$ cat config.mk
export PLATFORM = sky130hd
export DESIGN_NAME = motor_ramp_sequencer
export DESIGN_NICKNAME = d
export VERILOG_FILES = /design/src/rtl/motor_ramp_sequencer.sv
export SDC_FILE = /design/constraint.sdc
export NUM_CORES = 1
export LEC_CHECK = 0
export BUFFER_PORTS_ARGS = -buffer_cell sky130_fd_sc_hd__buf_2
export CAP_MARGIN = 25
export CORE_ASPECT_RATIO = 0.7
export CORE_UTILIZATION = 26
export DETAILED_ROUTE_END_ITERATION = 7
export GPL_ROUTABILITY_DRIVEN = 0
export HOLD_SLACK_MARGIN = 0.15
export PLACE_DENSITY = 0.39
export SLEW_MARGIN = 20
export SYNTH_ARGS = -nofsm -noshare
export SYNTH_HDL_FRONTEND = slang
export SYNTH_SLANG_ARGS = --single-unit
$ cat constraint.sdc
create_clock -name clk -period 17 [get_ports clk]
set_input_delay 1.7 -clock clk [delete_from_list [all_inputs] [get_ports clk]]
set_output_delay 1.7 -clock clk [all_outputs]
set_load 0.02 [all_outputs]
$ cat src/rtl/motor_ramp_sequencer.sv
// One motor channel: valid/ready speed commands become a slew-limited PWM duty
// and an H-bridge direction pair; a reversal always passes through zero duty plus a dead time.
module motor_ramp_sequencer #(
  parameter int PERIOD       = 2000000,
  parameter int STEP         = 100000,
  parameter int DEAD_PERIODS = 5,
  parameter int W            = 21
) (
  input  logic         clk,
  input  logic         res,
  input  logic         cmd_valid,
  output logic         cmd_ready,
  input  logic         cmd_dir,
  input  logic [W-1:0] cmd_duty,
  input  logic         estop,
  output logic         pwm,
  output logic [1:0]   dir,
  output logic [W-1:0] duty_now,
  output logic         busy
);

  typedef enum logic [2:0] {IDLE, RAMP, STEADY, STOPPING, DEAD, ESTOP} state_t;

  localparam logic [W-1:0] PERIOD_W = W'(PERIOD);
  localparam logic [W-1:0] LAST_W   = W'(PERIOD - 1);
  localparam logic [W-1:0] STEP_W   = W'(STEP);
  localparam int           DW       = (DEAD_PERIODS > 1) ? $clog2(DEAD_PERIODS) : 1;
  localparam logic [DW-1:0] DEAD_LAST = DW'(DEAD_PERIODS - 1);

  state_t        r_state;
  logic [W-1:0]  r_cnt;
  logic [W-1:0]  r_duty;
  logic [W-1:0]  r_target;
  logic [W-1:0]  r_pend_target;
  logic          r_pend_dir;
  logic          r_dir_cur;
  logic          r_pwm;
  logic [DW-1:0] r_dead_cnt;

  logic          w_accept;
  logic          w_frame_end;
  logic [W-1:0]  w_clamp;
  logic [W-1:0]  w_step;
  state_t        w_state;
  logic [W-1:0]  w_target;
  logic [W-1:0]  w_pend_target;
  logic          w_pend_dir;

  function automatic logic [W-1:0] step_toward(input logic [W-1:0] cur, input logic [W-1:0] tgt);
    logic [W-1:0] diff;
    if (tgt > cur) begin
      diff = tgt - cur;
      return cur + ((diff > STEP_W) ? STEP_W : diff);
    end
    diff = cur - tgt;
    return cur - ((diff > STEP_W) ? STEP_W : diff);
  endfunction

  // Where a channel rests once duty and target are known: still moving, parked, or holding.
  function automatic state_t settle(input logic [W-1:0] tgt, input logic [W-1:0] duty);
    if (tgt != duty)  return RAMP;
    if (tgt == '0)    return IDLE;
    return STEADY;
  endfunction

  assign w_accept    = cmd_valid & cmd_ready;
  assign w_frame_end = (r_cnt == LAST_W);
  assign w_clamp     = (cmd_duty > PERIOD_W) ? PERIOD_W : cmd_duty;

  // Command stage: resolves what a newly accepted command does before the frame-end
  // update, so a command landing on frame_end steps toward the new target.
  always_comb begin
    // NOTE: every output gets a default first so no path through the case infers a latch.
    w_state       = r_state;
    w_target      = r_target;
    w_pend_dir    = r_pend_dir;
    w_pend_target = r_pend_target;
    if (w_accept) begin
      case (r_state)
        IDLE, RAMP, STEADY, STOPPING: begin
          if (cmd_dir == r_dir_cur) begin
            w_target = w_clamp;
            w_state  = settle(w_clamp, r_duty);
          end else begin
            w_pend_dir    = cmd_dir;
            w_pend_target = w_clamp;
            w_target      = '0;
            w_state       = (r_duty != '0) ? STOPPING : DEAD;
          end
        end
        DEAD: begin
          w_pend_dir    = cmd_dir;
          w_pend_target = w_clamp;
        end
        default: ;
      endcase
    end
  end

  assign w_step = step_toward(r_duty, w_target);

  always_ff @(posedge clk) begin
    // NOTE: state registers use non-blocking assignments so all updates see pre-edge values.
    if (res) begin
      r_state       <= IDLE;
      r_cnt         <= '0;
      r_duty        <= '0;
      r_target      <= '0;
      r_pend_target <= '0;
      r_pend_dir    <= 1'b0;
      r_dir_cur     <= 1'b0;
      r_pwm         <= 1'b0;
      r_dead_cnt    <= '0;
    end else begin
      r_cnt <= w_frame_end ? '0 : r_cnt + W'(1);
      r_pwm <= ~estop & (r_cnt < r_duty);
      if (estop) begin
        r_state       <= ESTOP;
        r_duty        <= '0;
        r_target      <= '0;
        r_pend_target <= '0;
        r_pend_dir    <= r_dir_cur;
        r_dead_cnt    <= '0;
      end else if (r_state == ESTOP) begin
        r_state  <= IDLE;
        r_target <= '0;
      end else begin
        r_state       <= w_state;
        r_target      <= w_target;
        r_pend_dir    <= w_pend_dir;
        r_pend_target <= w_pend_target;
        if (r_state != DEAD) r_dead_cnt <= '0;
        if (w_frame_end) begin
          case (w_state)
            RAMP: begin
              r_duty  <= w_step;
              r_state <= settle(w_target, w_step);
            end
            STOPPING: begin
              r_duty <= w_step;
              if (w_step == '0) r_state <= DEAD;
            end
            DEAD: begin
              // The frame_end that brings us into DEAD does not count as dead time.
              if (r_state == DEAD) begin
                if (r_dead_cnt == DEAD_LAST) begin
                  r_dir_cur <= w_pend_dir;
                  r_target  <= w_pend_target;
                  r_state   <= settle(w_pend_target, '0);
                end else begin
                  r_dead_cnt <= r_dead_cnt + DW'(1);
                end
              end
            end
            default: ;
          endcase
        end
      end
    end
  end

  assign cmd_ready = (r_state != ESTOP);
  assign busy      = (r_state == RAMP) || (r_state == STOPPING) ||
                     (r_state == DEAD) || (r_state == ESTOP);
  assign dir       = {~r_dir_cur, r_dir_cur};
  assign duty_now  = r_duty;
  assign pwm       = r_pwm;

endmodule

After elaboration in Yosys (flattened, before gate mapping)
Index checks and enable logic that the tools add are counted.
{ "op_classes": {"addsub": 6, "magnitude_cmp": 5, "n_eq_ne": 16, "n_mux": 88, "bitwise": 5, "n_reduce_logical": 17} }
{ "ops": {"columns": ["operator", "n"], "rows": [
  ["$mux 21", 14],
  ["$logic_not 21->1", 4],
  ["$mux 3", 27],
  ["$sub 21x21->21", 3],
  ["$mux 1", 44],
  ["$gt 21x17->1 const B", 2],
  ["$ne 21x21->1", 2],
  ["$pmux 21 s2", 1],
  ["$reduce_bool 21->1", 2],
  ["$add 21x1->21 const B", 1],
  ["$add 21x21->21", 1],
  ["$eq 21x21->1 const B", 1],
  ["$gt 21x21->1", 1],
  ["$gt 21x21->1 const B", 1],
  ["$lt 21x21->1", 1],
  ["$eq 3x3->1 const B", 4],
  ["$eq 3x2->1 const B", 3],
  ["$pmux 3 s3", 1],
  ["$eq 3x1->1 const B", 2],
  ["$ne 3x3->1 const B", 2],
  ["$reduce_and 6->1", 1],
  ["$reduce_or 2->1", 3],
  ["$reduce_or 4->1", 1],
  ["$add 3x1->3 const B", 1],
  ["9 further kinds", 14]
]} }
{ "totals": {"reg_bits": 93, "in_bits": 26, "out_inout_bits": 26, "elab_cells": 147} }

Logic depth before layout (Yosys ltp)
{ "depth": {"ltp_word": 38, "ltp_mapped": 41} }

Worst setup path before layout
OpenSTA, ideal clock, no wires.
{ "synth_timing": {"kind": "in2reg", "start": "in cmd_duty[13]", "end": "reg r_state[1]", "setup_ns": 0.122, "arrival_time_ns": 10.561, "required_time_ns": 16.878, "setup_slack_ns": 6.317, "path_stages": 40, "cell_sequence": "o41a_1 nor3_1 a21oi_1 nor2_1 clkbuf_1 a22o_1 ha_1 clkbuf_1 a21o_1 or2_2 or4_1 and3_1 nor2_1 nand2_1 o211a_1 o31ai_1 clkbuf_1 or2_2 [... 4 more ...] and4bb_1 nand2_1 xor2_1 o21ai_0 o21a_1 ha_1 clkbuf_1 a211o_1 a21oi_1 nand2_1 nor3_1 nor3_1 or3_1 or4_1 or4_1 o31a_1 a311oi_1 nor3_1"} }
{ "synth_between": {"elab_chain_cells": 21} }
{ "synth_rtl": {"columns": ["item", "line_no", "source"], "rows": [
  ["start, declared", "14", "input logic [W-1:0] cmd_duty,"],
  ["$gt 21x21->1", "68", "assign w_clamp = (cmd_duty > PERIOD_W) ? PERIOD_W : cmd_duty;"],
  ["$mux 21 (*)", "68", null],
  ["$mux 21", "81", "if (cmd_dir == r_dir_cur) begin"],
  ["$mux 21 / $pmux 21 s2 (equally long branches)", "79", "case (r_state)"],
  ["$mux 21", "78", "if (w_accept) begin"],
  ["$sub 21x21->21 / $logic_not 21->1 (equally long branches)", "52, 62", null],
  ["$gt 21x17->1 / $mux 1 (equally long branches)", "53, 62", null],
  ["$mux 21 / $mux 1 (equally long branches)", "53, 62", null],
  ["[... 5 more ...]", null, null],
  ["$mux 1 (on tied branches)", "134, 117", null],
  ["$mux 1 (on tied branches)", "133, 104", null],
  ["$mux 1 / $mux 3 (equally long branches)", "124, 63", null],
  ["$mux 1 / $mux 3 (equally long branches)", "117, 62", null],
  ["$mux 1 / $mux 3 (equally long branches)", "104, 146", null],
  ["$mux 3 (on tied branches)", "62, 145", null],
  ["$pmux 3 s3", "134", "case (w_state)"],
  ["$mux 3 (*)", "133", "if (w_frame_end) begin"],
  ["end signal, assigned", "128", "r_state <= w_state;"],
  ["end signal, assigned", "137", "r_state <= settle(w_target, w_step);"],
  ["end signal, assigned", "149", "r_state <= settle(w_pend_target, '0);"],
  ["end, declared", "30", "state_t r_state;"]
]} }
Mark *: on every way between the ends. The rest lies on a longest branch, timed or not. The select of a mux whose other input is x is not followed.
A chain may end at the register's enable or synchronous reset.

Worst setup path after layout
{ "layout_timing": {"start": "in cmd_duty[14]", "end": "reg r_state[1]"} }
The elaborated chain is that of the path after synthesis.

==> results.yml <==
run_status:
  status: "completed"
pwr:
  p_comb_frac: 0.451
  pwr-share-clk: 0.268
  p_sw_mw: 0.327
  p_int_mw: 0.472
  p_leak_nw: 4.29
  pwr-share-seq: 0.281
  p_per_area_nw_per_um2: 74.3
  ir_drop_uv: 47.7
  switching_share: 0.409
placement:
  dp_hpwl_um: 33700
  port-buffer-count: 51
layout:
  n_antenna_cell: 0
  layout.nets: 1438
  drive_gt1_frac: 0.0783
  final_util: 0.296
  area_delta_synth_final_pct: 10.7
  fillers: 3995
routing:
  vias: 10100
  drc: 0
  wl_um: 41800
  first_iter_violations: 857
  dr.pass1.iters: 7
  viasPerCell: 5.59
  wl_per_cell_um: 23.1
  postRouteAntennaNets: 0
synthesis:
  synth_largest_area_cell: "dfxtp_1"
  syn-num-nets: 1420
  synth-seq-cells: 93
  syn_inst: 1306
  synth_ff_type: "dfxtp_1"
  syn_area_per_cell_um2: 7.43
  synth_top_area_share: 0.192
  async_flop_share: 0
  synth_commonest_cells: "nor2_1, dfxtp_1, ha_1, a21oi_1, nand2_1"
  synth_edf_count: 0
  seq_area_frac_synth: 0.192
  synth_area_leaders: "dfxtp_1, ha_1, nor2_1"
  synth_most_common_cell: "nor2_1"
  syn-cell-area_um2: 9710
  ys_types: 78
  yosys_warnings: 0
floorplan:
  ios: 52
  core-area_um2: 36400
  dieHeight_um: 164
  die-width_um: 233
  dieArea_um2: 38100
  start_util: 0.267
  row_count: 58
clock_network:
  hold_buffers: 0
  clk_pin_slew_ns: 0.07
  cts_tree: "built"
  cts_resized: 0
  cts_buffer_depth: 2
  worstSkewPairLatency_ns: 0.37
  root_buffer: "clkbuf_16"
  postCtsSetupBuffers: 0
  htree_levels: 3
  cts.sinks: 93
  numCtsBuffers: 9
worst_setup_path:
  critPathLaunchType: "input pin"
  critical_path_class: "in -> reg"
  worstPathArrival_ns: 12.23
  endpoint_kind: "register"
  cpMostUsedCell: "nor3_1"
  path_delay_family: "simple AND/OR/NAND/NOR gates"
  critPathBufInv: 2
  max_stage_delay_ns: 0.73
  cp_slowest_cell: "a211oi_1"
  crit_fanout: 9
  cp_data_required_time_ns: 17.22
sta:
  period_share: 0.707
  timing.fmax_mhz: 83.3
  slew_viol_final: 0
  worst_pin_slew_ns: 1.02
  fin_skew_ns: 0.0117
  grt_setup_unrepaired: "false"
  slew_headroom: 0.303
  setup-violations-final: 0
  min_period_ns: 12.01
  setup_tns_ns: 0
  hold_violations: 0
global_routing:
  overflow: 0
  grt_pass1_vias: 9289
  grt_use_total: 0.221
  grt_pass1_wl_um: 62300
  antenna_found_initial: 1
  grt_max_degree: 42
min_path:
  hold_class: "reg -> reg"
flow_run:
  drv_cap: 0
[worst register-to-register path, delay by kind of cell (launching register included)]
| kind | cells | cell delay, ns |
|---|---|---|
| compound gates | 13 | 3.74 |
| xor+xnor | 2 | 0.80 |
| fa+ha+maj | 3 | 0.85 |
| buf+inv | 1 | 0.26 |
| flops | 1 | 0.39 |
| simple gates | 16 | 4.58 |
[worst paths after layout]
kind                               start                     to  slack [ns]  depth (start not counted)
setup / recovery            cmd_duty[14]  r_state[1]$_SDFF_PP0_        4.99                         37
hold / removal       r_cnt[0]$_SDFF_PP0_    r_cnt[0]$_SDFF_PP0_        0.50                          1
setup reg to reg  r_dir_cur$_SDFFE_PP0P_  r_state[1]$_SDFF_PP0_        6.26                         35
hold reg to reg      r_cnt[0]$_SDFF_PP0_    r_cnt[0]$_SDFF_PP0_        0.50                          1
[registers in the layout (all words and copies together) (netlist names)]
signal	count
duty_now	21
pwm	1
r_cnt	21
r_dead_cnt	3
r_dir_cur	1
r_pend_dir	1
r_pend_target	21
r_state	3
r_target	21
[power groups by stage]
stage                     clock, mW  sequential, mW  combinational (mW)
after floorplan                   0           0.228               0.249
after global placement            0           0.230               0.356
after detailed placement          0           0.230               0.350
after CTS                     0.218           0.225               0.353
after global routing          0.229           0.225               0.391
final                         0.214           0.225               0.361
[metal layers]
layer	share of wire	global-route usage	vias up
li1	-	-	4824
met3	0.082	0.0597	34
met2	0.39	0.295	348
met4	0.011	0.0383	2
met5	0.00024	0	-
met1	0.52	0.345	4912
[final cells by class]
class	instances	area, um^2	area share
Multi-Input combinational cell	1088	7380	0.687
Sequential cell	93	1860	0.173
Tap cell	480	601	0.0559
Timing Repair Buffer	65	358	0.0333
Inverter	67	251	0.0234
Clock buffer	13	250	0.0233
Clock inverter	3	45.0	0.00419
[logic make-up (layout without fill, tap and decap cells)]
family | Yosys count | in the layout | synth area share
flip-flops | 93 | 93 | 0.192
adder cells (fa/ha/maj) | 88 | 88 | 0.116
buffers and inverters | 125 | 148 | 0.0490
XOR/XNOR | 104 | 104 | 0.0967
AND/OR/NAND/NOR | 488 | 488 | 0.250
AO/OA/AOI/OAI | 379 | 379 | 0.267
multiplexers | 29 | 29 | 0.0300
[metrics by stage]
| stage | instances | cell area (um^2) | hold slack (ns) | power (mW) | worst slack [ns] |
|---|---|---|---|---|---|
| after floorplan | 1306 | 9710 | 0.437 | 0.477 | 6.32 |
| after global placement | 1792 | 10500 | 0.476 | 0.585 | 5.05 |
| after detailed placement | 1792 | 10500 | 0.483 | 0.580 | 4.91 |
| after CTS | 1808 | 10700 | 0.502 | 0.795 | 5.28 |
| after global routing | 1809 | 10800 | 0.541 | 0.845 | 4.43 |
| final | 1809 | 10800 | 0.499 | 0.799 | 4.99 |
[layout by cell type (no fill, tap or decap), types with 13 or more instances in the layout]
cell type	netlist	final
inv_1	67	67
o21a_1	18	18
nand2_1	71	71
and3_1	25	25
a21oi_1	79	79
a211oi_1	31	31
and2_1	15	15
a22o_1	16	16
nor2_1	175	174
xor2_1	47	47
nor3_1	43	43
dfxtp_1	93	93
nand3_1	31	31
ha_1	85	85
a21o_1	35	35
buf_4	1	13
o211ai_1	15	15
xnor2_1	55	55
nand4_1	21	21
buf_2	2	52
o21ai_0	69	69
a31oi_1	14	14
mux2i_1	28	28
nor4_1	23	23
No activity file was read; power rests on OpenSTA's default activity.
